<file path="src/rtl/mem_line_arbiter_pkg.sv">
// -----------------------------------------------------------------------------
// mem_line_arbiter_pkg
// Shared definitions for the line-memory arbiter slice.
//   - default sizing (word width, word-address width, words per line)
//   - derived line width and line-offset width
//   - requester ID constants (also used as grant-vector bit positions)
//   - FSM state encoding
//   - small helpers for round-robin stepping and size derivation
// -----------------------------------------------------------------------------
package mem_line_arbiter_pkg;

  // Default sizing; the top module exposes these as overridable parameters.
  localparam int XLEN_DEF           = 32;
  localparam int ADDR_BITS_DEF      = 20;
  localparam int WORDS_PER_LINE_DEF = 4;
  localparam int LINE_BITS_DEF      = XLEN_DEF * WORDS_PER_LINE_DEF;
  localparam int OFFSET_BITS_DEF    = $clog2(WORDS_PER_LINE_DEF);

  localparam int NUM_REQ = 3;

  // Requester IDs double as bit positions in the request/grant vectors.
  localparam logic [1:0] REQ_PTW = 2'd0;
  localparam logic [1:0] REQ_DC  = 2'd1;
  localparam logic [1:0] REQ_IC  = 2'd2;

  typedef enum logic [1:0] {
    ST_IDLE  = 2'd0,
    ST_ISSUE = 2'd1,
    ST_WAIT  = 2'd2,
    ST_RESP  = 2'd3
  } state_e;

  // Line width in bits for a given word width and line length.
  function automatic int line_bits(input int xlen, input int words_per_line);
    return xlen * words_per_line;
  endfunction

  // Next requester in the circular order PTW -> DC -> IC -> PTW.
  // The unused encoding 3 maps to PTW so a corrupted pointer still
  // yields a full, legal search order.
  function automatic logic [1:0] rr_next(input logic [1:0] id);
    logic [1:0] nxt;
    case (id)
      REQ_PTW: nxt = REQ_DC;
      REQ_DC:  nxt = REQ_IC;
      default: nxt = REQ_PTW;
    endcase
    return nxt;
  endfunction

endpackage

</file>
<file path="src/rtl/mem_line_arbiter_rr_arbiter3.sv">
// -----------------------------------------------------------------------------
// rr_arbiter3
// Combinational three-way round-robin winner selection. The search starts
// at the requester after last_gnt_i and wraps around, so the most recently
// served requester has the lowest priority. The pointer register itself
// lives in the parent; this block only looks at it.
//
// Ports
//   req_i       [2:0]  request vector, bit index = requester ID
//   last_gnt_i  [1:0]  ID of the most recently granted requester
//   gnt_o       [2:0]  one-hot grant (all zero when no request)
//   valid_o            at least one request is present
// -----------------------------------------------------------------------------
module rr_arbiter3
  import mem_line_arbiter_pkg::*;
(
  input  logic [2:0] req_i,
  input  logic [1:0] last_gnt_i,
  output logic [2:0] gnt_o,
  output logic       valid_o
);

  logic [1:0] firstId;
  logic [1:0] secondId;
  logic [1:0] thirdId;

  // Search order derived from the pointer: the two requesters after the
  // last winner come first, the last winner itself comes last.
  assign firstId  = rr_next(last_gnt_i);
  assign secondId = rr_next(firstId);
  assign thirdId  = rr_next(secondId);

  assign valid_o = |req_i;

  // Pick the first active request along the rotated search order.
  always_comb begin
    gnt_o = 3'b000;
    if (req_i[firstId]) begin
      gnt_o[firstId] = 1'b1;
    end else if (req_i[secondId]) begin
      gnt_o[secondId] = 1'b1;
    end else if (req_i[thirdId]) begin
      gnt_o[thirdId] = 1'b1;
    end
  end

endmodule

</file>
<file path="src/rtl/mem_line_arbiter.sv">
// -----------------------------------------------------------------------------
// mem_line_arbiter
// Arbitrates line-granular requests from the page-table walker, the D-cache
// and the I-cache round-robin, and serialises them onto a single line-memory
// port one transaction at a time. The winner's address/we/wdata are captured
// at grant, a one-cycle memory command is issued, the arbiter waits for the
// memory completion, then pulses the winner's done for one cycle. Read data
// is returned on a shared rdata line that holds until the next read.
//
// Ports
//   clk_i, rst_i                  clock, synchronous active-high reset
//   ptw_req_i/ptw_addr_i          PTW line read request + word address
//   ptw_done_o                    one-cycle PTW completion
//   dc_req_i/dc_we_i/dc_addr_i    D-cache request, write enable, address
//   dc_wdata_i                    D-cache writeback line
//   dc_done_o                     one-cycle D-cache completion
//   ic_req_i/ic_addr_i            I-cache line read request + word address
//   ic_done_o                     one-cycle I-cache completion
//   rdata_o                       shared response line, valid with any done
//   mem_req_o                     one-cycle memory command strobe
//   mem_we_o/mem_addr_o           write enable, line-aligned word address
//   mem_wdata_o                   write line
//   mem_done_i/mem_rdata_i        memory completion + read line
//   busy_o                        high in every state except IDLE
//   gnt_id_o                      current/last grant (0 PTW, 1 DC, 2 IC)
// -----------------------------------------------------------------------------
module mem_line_arbiter
  import mem_line_arbiter_pkg::*;
#(
  parameter int XLEN           = XLEN_DEF,
  parameter int ADDR_BITS      = ADDR_BITS_DEF,
  parameter int WORDS_PER_LINE = WORDS_PER_LINE_DEF
) (
  input  logic                           clk_i,
  input  logic                           rst_i,

  input  logic                           ic_req_i,
  input  logic [ADDR_BITS-1:0]           ic_addr_i,
  output logic                           ic_done_o,

  input  logic                           dc_req_i,
  input  logic                           dc_we_i,
  input  logic [ADDR_BITS-1:0]           dc_addr_i,
  input  logic [XLEN*WORDS_PER_LINE-1:0] dc_wdata_i,
  output logic                           dc_done_o,

  input  logic                           ptw_req_i,
  input  logic [ADDR_BITS-1:0]           ptw_addr_i,
  output logic                           ptw_done_o,

  output logic [XLEN*WORDS_PER_LINE-1:0] rdata_o,

  output logic                           mem_req_o,
  output logic                           mem_we_o,
  output logic [ADDR_BITS-1:0]           mem_addr_o,
  output logic [XLEN*WORDS_PER_LINE-1:0] mem_wdata_o,
  input  logic                           mem_done_i,
  input  logic [XLEN*WORDS_PER_LINE-1:0] mem_rdata_i,

  output logic                           busy_o,
  output logic [1:0]                     gnt_id_o
);

  localparam int LINE_BITS   = line_bits(XLEN, WORDS_PER_LINE);
  localparam int OFFSET_BITS = $clog2(WORDS_PER_LINE);

  // Clears the word-within-line offset so memory always sees line-aligned
  // addresses.
  localparam logic [ADDR_BITS-1:0] LINE_MASK =
    ~ADDR_BITS'((1 << OFFSET_BITS) - 1);

  state_e               state_q;
  logic [1:0]           lastGnt_q;
  logic [1:0]           gntId_q;
  logic                 memReq_q;
  logic                 we_q;
  logic [ADDR_BITS-1:0] addr_q;
  logic [LINE_BITS-1:0] wdata_q;
  logic [LINE_BITS-1:0] rdata_q;
  logic                 busy_q;
  logic                 ptwDone_q;
  logic                 dcDone_q;
  logic                 icDone_q;

  logic [1:0]           winId_d;
  logic                 we_d;
  logic [ADDR_BITS-1:0] addr_d;
  logic [LINE_BITS-1:0] wdata_d;

  logic [2:0]           reqVec;
  logic [2:0]           gntOneHot;
  logic                 arbValid;

  assign reqVec[REQ_PTW] = ptw_req_i;
  assign reqVec[REQ_DC]  = dc_req_i;
  assign reqVec[REQ_IC]  = ic_req_i;

  rr_arbiter3 u_rr_arbiter3 (
    .req_i      (reqVec),
    .last_gnt_i (lastGnt_q),
    .gnt_o      (gntOneHot),
    .valid_o    (arbValid)
  );

  // Payload of the current winner. Only the D-cache can write, so the
  // read-only requesters present we = 0 and an all-zero write line.
  always_comb begin
    winId_d = REQ_PTW;
    we_d    = 1'b0;
    addr_d  = '0;
    wdata_d = '0;
    if (gntOneHot[REQ_PTW]) begin
      winId_d = REQ_PTW;
      addr_d  = ptw_addr_i & LINE_MASK;
    end else if (gntOneHot[REQ_DC]) begin
      winId_d = REQ_DC;
      we_d    = dc_we_i;
      addr_d  = dc_addr_i & LINE_MASK;
      wdata_d = dc_wdata_i;
    end else if (gntOneHot[REQ_IC]) begin
      winId_d = REQ_IC;
      addr_d  = ic_addr_i & LINE_MASK;
    end
  end

  // Transaction FSM with all outputs registered. Requests are only looked
  // at in IDLE, so a requester that drops req on seeing its done is never
  // granted twice, and payload changes after grant have no effect. The
  // pointer resets to IC so the first search order is PTW > DC > IC.
  // mem_done is only honoured in WAIT.
  always_ff @(posedge clk_i) begin
    if (rst_i) begin
      state_q   <= ST_IDLE;
      lastGnt_q <= REQ_IC;
      gntId_q   <= 2'd0;
      memReq_q  <= 1'b0;
      we_q      <= 1'b0;
      addr_q    <= '0;
      wdata_q   <= '0;
      rdata_q   <= '0;
      busy_q    <= 1'b0;
      ptwDone_q <= 1'b0;
      dcDone_q  <= 1'b0;
      icDone_q  <= 1'b0;
    end else begin
      case (state_q)
        ST_IDLE: begin
          if (arbValid) begin
            gntId_q   <= winId_d;
            lastGnt_q <= winId_d;
            we_q      <= we_d;
            addr_q    <= addr_d;
            wdata_q   <= wdata_d;
            memReq_q  <= 1'b1;
            busy_q    <= 1'b1;
            state_q   <= ST_ISSUE;
          end
        end

        ST_ISSUE: begin
          memReq_q <= 1'b0;
          state_q  <= ST_WAIT;
        end

        ST_WAIT: begin
          if (mem_done_i) begin
            if (!we_q) begin
              rdata_q <= mem_rdata_i;
            end
            ptwDone_q <= (gntId_q == REQ_PTW);
            dcDone_q  <= (gntId_q == REQ_DC);
            icDone_q  <= (gntId_q == REQ_IC);
            state_q   <= ST_RESP;
          end
        end

        ST_RESP: begin
          ptwDone_q <= 1'b0;
          dcDone_q  <= 1'b0;
          icDone_q  <= 1'b0;
          busy_q    <= 1'b0;
          state_q   <= ST_IDLE;
        end

        default: begin
          memReq_q  <= 1'b0;
          busy_q    <= 1'b0;
          ptwDone_q <= 1'b0;
          dcDone_q  <= 1'b0;
          icDone_q  <= 1'b0;
          state_q   <= ST_IDLE;
        end
      endcase
    end
  end

  assign ptw_done_o  = ptwDone_q;
  assign dc_done_o   = dcDone_q;
  assign ic_done_o   = icDone_q;
  assign rdata_o     = rdata_q;
  assign mem_req_o   = memReq_q;
  assign mem_we_o    = we_q;
  assign mem_addr_o  = addr_q;
  assign mem_wdata_o = wdata_q;
  assign busy_o      = busy_q;
  assign gnt_id_o    = gntId_q;

endmodule

</file>
<file path="config.mk">
export PLATFORM = sky130hd
export DESIGN_NAME = mem_line_arbiter
export DESIGN_NICKNAME = d
export VERILOG_FILES = /design/src/rtl/mem_line_arbiter_pkg.sv /design/src/rtl/mem_line_arbiter_rr_arbiter3.sv /design/src/rtl/mem_line_arbiter.sv
export SDC_FILE = /design/constraint.sdc
export NUM_CORES = 1
export LEC_CHECK = 0
export CAP_MARGIN = 20
export CORE_AREA = 2 2 239 241
export CTS_BUF_LIST = sky130_fd_sc_hd__clkbuf_4
export CTS_CLUSTER_DIAMETER = 30
export DETAILED_ROUTE_END_ITERATION = 8
export DIE_AREA = 0 0 241 243
export PLACE_DENSITY = 0.46
export RECOVER_POWER = 25
export SLEW_MARGIN = 10
export SYNTH_ARGS = -nofsm -noshare
export SYNTH_HDL_FRONTEND = slang
export SYNTH_SLANG_ARGS = --single-unit
</file>
<file path="constraint.sdc">
create_clock -name clk_i -period 2.3 [get_ports clk_i]
set_input_delay 0.23 -clock clk_i [delete_from_list [all_inputs] [get_ports clk_i]]
set_output_delay 0.23 -clock clk_i [all_outputs]
set_load 0.02 [all_outputs]
</file>
* Yosys cells after proc, flatten, opt, wreduce, memory -nomap -nowiden
Cells that the tools add are included.
** Storage, ports and cells
- Bits in latches :: 0
- Bits in writable memories :: 0
- Memories :: 0
- Word-level logic and storage cells :: 87
- Register bits after elaboration :: 288
- Input port bits :: 323
- Output and inout port bits :: 284
- Bits in read-only memories :: 0
** Operators by class
- Divide/modulo/power cells :: 0
- Shift operators :: 0
- Add/sub/neg operators :: 0
- Reductions and logical operators :: 18
- Order comparisons :: 6
- Muxes and demuxes :: 40
- Bitwise gates (word level) :: 1
- Eq/ne operators :: 10
- Multipliers :: 0
** Operator list (number)
- 2-to-1 mux 128 bit :: 2
- 2-to-1 mux 20 bit :: 3
- 2-to-1 mux 1 bit :: 12
- case mux 2 bit (2 select lines) :: 3
- equality test 2 x 1 -> 1 bit (second input constant) :: 5
- zero test 2 bit :: 5
- 2-to-1 mux 2 bit :: 5
- case mux 1 bit (2 select lines) :: 5
- AND reduction 2 bit :: 5
- < comparator 2 x 3 -> 1 bit (second input constant) :: 3
- 2-to-1 mux 3 bit :: 3
- case mux 2 bit (4 select lines) :: 1
- binary-select mux 1 bit (select 2 bit) :: 3
- demux 1 bit (select 2 bit) :: 3
- equality test 2 bit (second input constant) :: 3
- greater-or-equal comparator 2 x 1 -> 1 bit (second input constant) :: 3
- nonzero test 2 bit :: 3
- != test 2 bit (second input constant) :: 2
- logical AND 1 bit :: 3
- AND reduction 3 bit :: 1
- OR reduction 3 bit :: 1
- inverter 1 bit :: 1

* Longest topological paths before layout
Gate-level depths: netlist of the first run.
- Depth in word-level cells :: 16
- Mapped depth :: 9
- Mapped depth without buffers :: 6

* Hierarchy
From an unflattened synthesis of the first run, not the netlist that was laid out.
** Second synthesis, totals
- Cells, all modules :: 1018
- Area total of the unflattened synthesis :: 9658.0 sq um
** Modules (own cells, without submodules)
- mem_line_arbiter :: cells an instance 1008, seq. area each 5705.5 sq um, instances 1, area an instance 9584.2 sq um
- rr_arbiter3 :: cells an instance 10, seq. area each 0.0 sq um, instances 1, area an instance 73.8 sq um

* Worst setup path before layout of the first run
No wires, ideal clock.
- Path kind :: register to register
- Start :: reg state_q[0]
- End :: reg state_q[1]
- Setup slack :: 0.639 ns
- Buffers on the path :: 1
- Library setup time :: 0.128 ns
- Data arrival time :: 1.533 ns
- Cell stages (with the launch flop) :: 8
- Required time :: 2.172 ns
- Period minus slack after synthesis :: 1.661 ns
- Cell sequence :: dfxtp_1 > inv_1 > ha_1 > buf_2 > or4b_1 > a21boi_1 > mux2i_1 > nor2_1
** On the way
- Word-level cells in the longest chain between the ends :: 3
- Elaborated cells between the ends (all ways) :: 8
- Those cells by class :: 5 x eq/ne; 1 x mux; 2 x reduce/logical
** RTL lines
- from (decl) :: line mem_line_arbiter.sv:72 : state_e state_q;
- from (signal assigned) :: line mem_line_arbiter.sv:133 : state_q <= ST_IDLE;
- from (signal assigned) :: line mem_line_arbiter.sv:156 : state_q <= ST_ISSUE;
- from (signal assigned) :: line mem_line_arbiter.sv:162 : state_q <= ST_WAIT;
- equality test 2 bit or zero test 2 bit (tied branches) :: line mem_line_arbiter.sv:146 : case (state_q)
- != test 2 bit (no source line)
- AND reduction 2 bit (no source line)
Parallel ways exist; a longest one is shown, timed or not.
A chain may end at the register's enable or synchronous reset.

* Worst setup path in the final report of the first run
- Start :: reg state_q[0]
- End :: reg wdata_q[39] (netlist: mem_wdata_o[39])
** On the way
- Word-level cells in the longest chain between the ends :: 2
** RTL lines
- zero test 2 bit :: line mem_line_arbiter.sv:146
- AND reduction 2 bit (no source line)
- to (signal assigned) :: line mem_line_arbiter.sv:153 : wdata_q <= wdata_d;
- to (decl) :: line mem_line_arbiter.sv:78 : logic [LINE_BITS-1:0] wdata_q;
Every way passes these cells.

==> results_dict.tcl, run 1 <==
set metrics [dict create \
    worst-r2r-setup-slack_ps 150 \
    yosysWarnings 0 \
    nets 2420 \
    worst_pin_slew_ps 1020 \
    skew_ps 47.9 \
    min_to "mem_wdata_o[80]" \
    syn_avg_cell_area_um2 8.81 \
    synth_area_leader_cell "dfxtp_1" \
    hold_path_class "in2reg" \
    cts_tree "built" \
    routed_wl_um 50100 \
    seq_area_frac_synth_pct 52.4 \
    fin_setup_tns_ps 0 \
    worstPathRequired_ps 2990 \
    period_needed_ps 2150 \
    p_leak_uw 0.00778 \
    ant_nets 0 \
    status "complete, no violations" \
    fmax_mhz 465 \
    fp.dieH_um 243 \
    nFillCells 5772 \
    gp_congestion 0.799 \
    finalHoldViolCount 0 \
    start_util_pct 19.5 \
    synth_seq_cells 285 \
    maxSlewHeadroom_pct 32.2 \
    syn_inst 1236 \
    drc 0 \
    h-tree-depth 3 \
    synth_flop_cell "dfxtp_1" \
    peakVddDrop_uv 636 \
    dr.pass1.iters 5 \
    dpl_worst_slack_ps 153 \
    synth_most_common_cell "dfxtp_1" \
    cellPowerDensity_nw_per_um2 868 \
    synth_enable_flop_cells 0 \
    grt_max_degree 117 \
    vias 12600 \
    worstHoldStart "dc_wdata_i[80]" \
    rows 87 \
    final-setup-viol-count 0 \
    grt_pass1_wl_um 75300 \
    antenna_found_initial 8 \
    numCtsBuffers 95 \
    portBuffers 598 \
    finalCritPeriodShare_pct 93.6 \
    first_global_vias 12900 \
    dr.first_iter.drc_count 530 \
    synth_area_leaders "dfxtp_1, a32oi_1, nand2_1, a21oi_1, nor2_1" \
    area_growth_pct 97.2 \
    finalWorstSetupSlack_ps 147 \
    worstPathArrival_ps 2840 \
    path_class "reg2reg" \
    synth_cell_types 37 \
    end_kind "flip-flop" \
    clockBufferDepth 3 \
    rsz0062_at_grt "no" \
    grt_overflow 0 \
    crit_fanout 116 \
    async_flop_share_pct 0 \
    r2r_end "mem_wdata_o[39]" \
    cts-root-buf "clkbuf_4" \
    wire_per_inst_um 17.1 \
    r2r_cells 5 \
    core_area_um2 56000 \
    io_pins 607 \
    gr-usage-all-layers_pct 16.5 \
    critPathLaunchType "flip-flop" \
    hold_path_depth 3 \
    path_clk_slew_ps 60 \
    drt-vias-per-instance 4.29 \
    r2r_start "state_q[0]" \
    die-area_um2 58600 \
    dp_hpwl_um 34800 \
    synth_top_cell_area_share_pct 52.4 \
    drv_cap 0 \
    layout-drive-gt1-share_pct 9.61 \
    ys_top_cells_by_count "dfxtp_1, nand2_1, a21oi_1" \
    fp.dieW_um 241 \
    insertion_delay_ps 800 \
    cts.sinks 285 \
    syn_area_um2 10900 \
    drv_slew 0 \
]
-- stage by stage --
stage               hold WS, ps  utilization [%]  total power (uW)  std cells  cell area [um2]
global route               25.6             38.4             19800       2927            21500
detailed placement          446             31.8             13100       2502            17800
CTS                       0.192             38.4             19100       2920            21500
global placement            442             31.8             13000       2502            17800
floorplan                   366                -              9900       1237            10900
finish                      128             38.4             18600       2927            21500
-- cell usage in the layout, fill, tap and decap left out, types with 15 or more instances in the layout --
master,instances
a21oi_1,153
a221oi_2,17
a22oi_1,17
a32oi_1,129
and3_1,16
buf_12,19
buf_4,15
clkbuf_4,135
clkdlybuf4s50_1,594
clkinv_1,23
dfxtp_1,285
dlygate4sd3_1,249
inv_1,19
mux2i_1,19
nand2_1,263
nor2_1,140
o22ai_1,17
-- registers in the layout (all words and copies together) (netlist names) --
| register | flops |
|---|---|
| mem_req_o | 1 |
| lastGnt_q | 2 |
| busy_o | 1 |
| gnt_id_o | 1 |
| ptw_done_o | 1 |
| rdata_o | 128 |
| mem_wdata_o | 128 |
| mem_we_o | 1 |
| dc_done_o | 1 |
| ic_done_o | 1 |
| state_q | 2 |
| mem_addr_o | 18 |
-- metal layers --
metal	vias up	part of all wire [%]	wire (um)	GRT usage, %
li1	6136	-	-	-
met1	5913	39	19500	18.1
met2	408	51	25300	28.6
met3	107	7.1	3580	5.79
met4	2	3.4	1700	7.43
met5	-	0.026	13	0
-- where the power goes --
part | total [uW] | internal [uW] | switching (uW)
Combinational | 7220 | 3190 | 4030
Sequential | 6030 | 5640 | 389
Clock | 5390 | 3010 | 2380
-- critical path, cell delays in order (launching register included) --
cell and delay, ps:
dfxtp_1 340, inv_1 150, ha_4 340, buf_6 760
a32oi_1 220, nor2_1 150
-- timing repair --
item / in CTS / in global routing
hold buffers: 249 / 0
endpoints found under the setup margin: 2 / 1
resized for setup: 2 / 1
endpoints found under the hold margin: 262 / 0
buffers inserted: 0 / 0
pin swaps: 0 / 0
-- area by class of cell --
cell class	instances	area, um2	area share (%)
inverters	19	71.3	0.332
clock inverters	35	224	1.04
multi-input cells	807	4510	21.0
diodes	7	17.5	0.0816
flip-flops and latches	285	5710	26.6
well taps	756	946	4.41
repair buffers	884	8990	41.9
clock buffers	134	1010	4.69
-- worst max-delay path by stage --
stage | from | to | slack (ps) | depth (start not counted)
final | state_q[0] | mem_wdata_o[39] | 150 | 5
after detailed placement | dc_req_i | mem_addr_o[6] | 150 | 7
after floorplan | state_q[0] | state_q[1] | 640 | 7
after global routing | busy_o | busy_o | 30 | 1
after CTS | gnt_id_o[1] | gnt_id_o[1] | 30 | 1
after global placement | ptw_req_i | mem_addr_o[15] | 250 | 6
-- logic make-up after synthesis --
family | share of synthesized area (%)
other cells | 0.0344
simple gates | 15.9
flops | 52.4
compound gates | 22.8
buf+inv | 6.54
fa+ha+maj | 0.574
mux | 1.75
(Power assumes the default switching activity.)
==> run 2: changes to the inputs <==
--- a/config.mk
+++ b/config.mk
@@ -6,14 +6,17 @@
 export NUM_CORES = 1
 export LEC_CHECK = 0
 export CAP_MARGIN = 20
+export CELL_PAD_IN_SITES_DETAIL_PLACEMENT = 0
+export CELL_PAD_IN_SITES_GLOBAL_PLACEMENT = 1
 export CORE_AREA = 2 2 239 241
 export CTS_BUF_LIST = sky130_fd_sc_hd__clkbuf_4
 export CTS_CLUSTER_DIAMETER = 30
 export DETAILED_ROUTE_END_ITERATION = 8
 export DIE_AREA = 0 0 241 243
-export PLACE_DENSITY = 0.46
+export PLACE_DENSITY = 0.61
 export RECOVER_POWER = 25
 export SLEW_MARGIN = 10
 export SYNTH_ARGS = -nofsm -noshare
 export SYNTH_HDL_FRONTEND = slang
 export SYNTH_SLANG_ARGS = --single-unit
+export TNS_END_PERCENT = 1
==> run 2 against run 1 <==
Net effect: flip-flop and latch count is the same; critical path type unchanged; cell area grew 0.18%; setup slack lost 14 ps; clock power shrank 6.7%; first-iteration DRC count grew 14%; sequential power is essentially flat; power shrank 2.2%; global-route usage shrank 0.21 points; critical endpoint is now mem_wdata_o[122]; fmax shrank 0.64%; wire length shrank 1.1%; clock skew grew 18 ps; combinational power shrank 1%.
==> results_dict.tcl, run 2 (synthesis results as in run 1) <==
set metrics [dict create \
    rows 87 \
    start_util_pct 19.5 \
    layout-drive-gt1-share_pct 9.35 \
    worstHoldStart "dc_addr_i[5]" \
    finalCritPeriodShare_pct 94.2 \
    drt-vias-per-instance 4.30 \
    path_class "reg2reg" \
    antenna_found_initial 4 \
    fp.dieH_um 243 \
    cts.sinks 285 \
    finalWorstSetupSlack_ps 133 \
    drv_cap 0 \
    path_clk_slew_ps 60 \
    skew_ps 65.8 \
    numCtsBuffers 96 \
    grt_overflow 0 \
    die-area_um2 58600 \
    vias 12600 \
    nFillCells 5702 \
    routed_wl_um 49600 \
    post_cts_buffers 0 \
    cellPowerDensity_nw_per_um2 847 \
    area_growth_pct 97.5 \
    cts_tree "built" \
    final_cell_mix "clkdlybuf4s50_1, dfxtp_1, dlygate4sd3_1" \
    min_to "mem_addr_o[5]" \
    worst_pin_slew_ps 721 \
    wire_per_inst_um 16.9 \
    critPathLaunchType "flip-flop" \
    fp.dieW_um 241 \
    r2r_end "mem_wdata_o[122]" \
    grt_pass1_wl_um 74400 \
    fmax_mhz 462 \
    hold_path_class "in2reg" \
    dr.pass1.iters 5 \
    cts-root-buf "clkbuf_4" \
    portBuffers 598 \
    io_pins 607 \
    ant_nets 0 \
    gr-usage-all-layers_pct 16.3 \
    p_leak_uw 0.00780 \
    crit_fanout 47 \
    drc 0 \
    r2r_cells 8 \
    peakVddDrop_uv 779 \
    clockBufferDepth 3 \
    h-tree-depth 3 \
    hold_path_depth 3 \
    end_kind "flip-flop" \
    finalHoldViolCount 0 \
    status "complete, no violations" \
    maxSlewHeadroom_pct 51.6 \
    worstPathRequired_ps 3080 \
    drv_slew 0 \
    layout_commonest_cell "clkdlybuf4s50_1" \
    period_needed_ps 2170 \
    first_global_vias 13000 \
    fin_setup_tns_ps 0 \
    dr.first_iter.drc_count 606 \
    worstPathArrival_ps 2950 \
    core_area_um2 56000 \
    gp_congestion 0.802 \
    dpl_worst_slack_ps 125 \
    nets 2437 \
    insertion_delay_ps 840 \
    worst-r2r-setup-slack_ps 130 \
    r2r_start "state_q[0]" \
    rsz0062_at_grt "no" \
    dp_hpwl_um 34400 \
    grt_max_degree 107 \
    final-setup-viol-count 0 \
]
[run 2: area by class of cell]
type | instances | area, um2 | area share [%]
antenna | 3 | 7.51 | 0.0349
tap | 756 | 946 | 4.40
clock buffer | 128 | 961 | 4.47
multi-input combinational | 807 | 4500 | 20.9
timing repair buffer | 900 | 9130 | 42.5
inverter | 19 | 71.3 | 0.332
sequential | 285 | 5710 | 26.5
clock inverter | 42 | 186 | 0.867
[run 2: where the power goes]
group	internal, uW	leakage (uW)	switching, uW
combinational	3170	0.00480	3970
clock	2590	0.000685	2440
sequential	5640	0.00232	415
[run 2: worst max path at each step]
stage / end / start / slack [ps]
2_1_floorplan: state_q[1] / state_q[0] / 640
3_3_place_gp: busy_o / ic_req_i / 110
3_5_place_dp: mem_req_o / ic_req_i / 130
4_1_cts: mem_we_o / mem_we_o / 1
5_1_grt: mem_wdata_o[89] / mem_wdata_o[89] / 20
6_report: mem_wdata_o[122] / state_q[0] / 130
[run 2: critical path, stage by stage, from the launching register on]
cell and delay [ps]:
dfxtp_1 380, inv_1 120, ha_4 200, o31ai_1 190, buf_12 260, buf_12 240
a32oi_1 90, nor2_1 110, dlygate4sd3_1 540
[run 2: what timing repair did]
item / 4_1_cts / 5_1_grt
pin swaps: 0 / 1
hold buffers: 264 / 0
resized for setup: 2 / 2
hold endpoints to repair: 276 / 0
setup endpoints to repair: 2 / 1
[run 2: stage by stage]
step	area, um2	total power, uW	utilization (%)	std cells	hold slack, ps
after floorplan	10900	9900	-	1237	366
after global placement	17700	12900	31.7	2503	442
after detailed placement	17700	13000	31.7	2503	446
after CTS	21500	18600	38.5	2937	2.51
after global routing	21500	19400	38.4	2940	68.0
final	21500	18200	38.4	2940	140
[run 2: per-layer routing]
layer	track usage, %	vias up	wire length, um
met5	0	-	0
met4	8.51	0	1930
met3	5.44	114	3780
met2	27.9	446	24800
met1	17.8	5933	19100
li1	-	6150	-
==> run 3: changes to the inputs <==
--- a/config.mk
+++ b/config.mk
@@ -15,6 +15,7 @@
 export DIE_AREA = 0 0 241 243
 export PLACE_DENSITY = 0.61
 export RECOVER_POWER = 25
+export REMOVE_ABC_BUFFERS = 1
 export SLEW_MARGIN = 10
 export SYNTH_ARGS = -nofsm -noshare
 export SYNTH_HDL_FRONTEND = slang
==> run 3 against run 2 <==
Net effect: hold slack worse by 8.6 ps; setup slack gained 55 ps; non-clock buffer count decreased by 16; combinational power increased by 0.6%; flip-flop and latch count unchanged; count of clock-buffer cells in the layout down 16; first-iteration DRC count down 28%; power shrank 2.6%; global-route usage down 0.59 points.
==> results_dict.tcl, run 3 (synthesis results as in run 1) <==
set metrics [dict create \
    fp.dieW_um 241 \
    core_area_um2 56000 \
    routed_wl_um 48200 \
    post_cts_buffers 0 \
    final-setup-viol-count 0 \
    worst_pin_slew_ps 1030 \
    grt_pass1_wl_um 72200 \
    peakVddDrop_uv 732 \
    cellPowerDensity_nw_per_um2 841 \
    dpl.cell_count 2519 \
    grt_max_degree 117 \
    first_global_vias 12900 \
    cts-root-buf "clkbuf_4" \
    fmax_mhz 473 \
    ant_nets 0 \
    hold_path_depth 3 \
    numCtsBuffers 87 \
    maxSlewHeadroom_pct 31.5 \
    regArea_um2 5710 \
    rows 87 \
    io_pins 607 \
    gr-usage-all-layers_pct 15.7 \
    fp.dieH_um 243 \
    end_kind "flip-flop" \
    layout_commonest_cell "clkdlybuf4s50_1" \
    worstPathArrival_ps 2790 \
    cts_tree "built" \
    drv_cap 0 \
    whs_ps 131 \
    nets 2412 \
    multi_input_area_um2 4490 \
    worstPathRequired_ps 2980 \
    status "complete, no violations" \
    rsz0062_at_grt "no" \
    clockBufferDepth 3 \
    dp_hpwl_um 33800 \
    critPathLaunchType "flip-flop" \
    vias 12500 \
    skew_ps 54.2 \
    hold_path_class "in2reg" \
    fin_cells 2886 \
    h-tree-depth 3 \
    dr.first_iter.drc_count 437 \
    grt_overflow 0 \
    die-area_um2 58600 \
    insertion_delay_ps 800 \
    drt-vias-per-instance 4.31 \
    drc 0 \
    finalCritPeriodShare_pct 91.8 \
    r2r_cells 6 \
    drv_slew 0 \
    portBuffers 598 \
    cts.sinks 285 \
    layout-drive-gt1-share_pct 9.37 \
    period_needed_ps 2110 \
    finalHoldViolCount 0 \
    final_cell_mix "clkdlybuf4s50_1, dfxtp_1, nand2_1" \
    antenna_found_initial 8 \
    nFillCells 5705 \
    critPathSlowestCell "clkbuf_4" \
    crit_chain "inv_1 > ha_1 > o31ai_1 > clkbuf_4 > mux2i_1 > a221oi_2" \
    wire_per_inst_um 16.7 \
    p_leak_uw 0.00763 \
    start_util_pct 19.5 \
    crit_fanout 36 \
    gp_congestion 0.775 \
    path_class "reg2reg" \
    fin_setup_tns_ps 0 \
    dr.pass1.iters 4 \
    area_growth_pct 93.9 \
    slowest_delay_ps 610 \
    path_clk_slew_ps 60 \
]
-- run 3: changes by cell type in the layout (fill, tap and decap cells not counted), sizes merged --
cell | previous run | this run
clkdlybuf4s50 | 595 | 596
diode | 3 | 6
clkinvlp | 1 | 2
clkinv | 38 | 13
dlygate4sd3 | 264 | 232
dlygate4sd2 | 2 | 1
inv | 22 | 20
clkbuf | 130 | 113
buf | 37 | 54
bufinv | 0 | 1
-- run 3: critical path: cells and delay by family, from the launching register on --
family	cells	cell delay, ps
compound gates	2	450
fa+ha+maj	1	300
buf+inv	2	720
flops	1	380
mux	1	180
-- run 3: cell type report --
class,count,share of cell area (%)
inverter,19,0.338
multi-input combinational,807,21.2
sequential,285,27.0
clock inverter,17,0.515
antenna,6,0.0711
clock buffer,112,3.98
tap,756,4.48
timing repair buffer,884,42.4
-- run 3: worst paths after layout --
| path | from | end | slack, ps |
|---|---|---|---|
| setup / recovery | state_q[0] | mem_addr_o[4] | 190 |
| hold / removal | dc_wdata_i[46] | mem_wdata_o[46] | 130 |
| setup reg to reg | state_q[0] | mem_addr_o[4] | 190 |
| hold reg to reg | rdata_o[25] | rdata_o[25] | 450 |
-- run 3: where the power goes --
group	leakage (uW)	switching [uW]	internal (uW)
Sequential	0.00232	409	5640
Clock	0.000569	2200	2330
Combinational	0.00474	3970	3210
Total	0.00763	6580	11200
-- run 3: metal layers --
metal | up-vias | wire [um] | GRT usage (%)
met3 | 86 | 5040 | 7.44
met5 | - | 35 | 0
met1 | 5760 | 18900 | 17.0
li1 | 6088 | - | -
met4 | 6 | 1110 | 5.01
met2 | 511 | 23100 | 27.0
-- run 3: stage by stage --
step | setup WS (ps) | power (uW) | util (%) | area [um2]
floorplan | -9280 | 9080 | - | 10300
global placement | 177 | 13100 | 32.0 | 17900
detailed placement | 113 | 13100 | 32.0 | 17900
CTS | 58.2 | 18200 | 37.8 | 21200
global route | 26.8 | 18900 | 37.7 | 21100
finish | 188 | 17800 | 37.7 | 21100
-- run 3: what timing repair did --
item                                    in CTS  in global routing
endpoints found under the hold margin      238                  0
endpoints found under the setup margin       1                  0
resized for setup                            1                  0
hold buffers                               232                  0
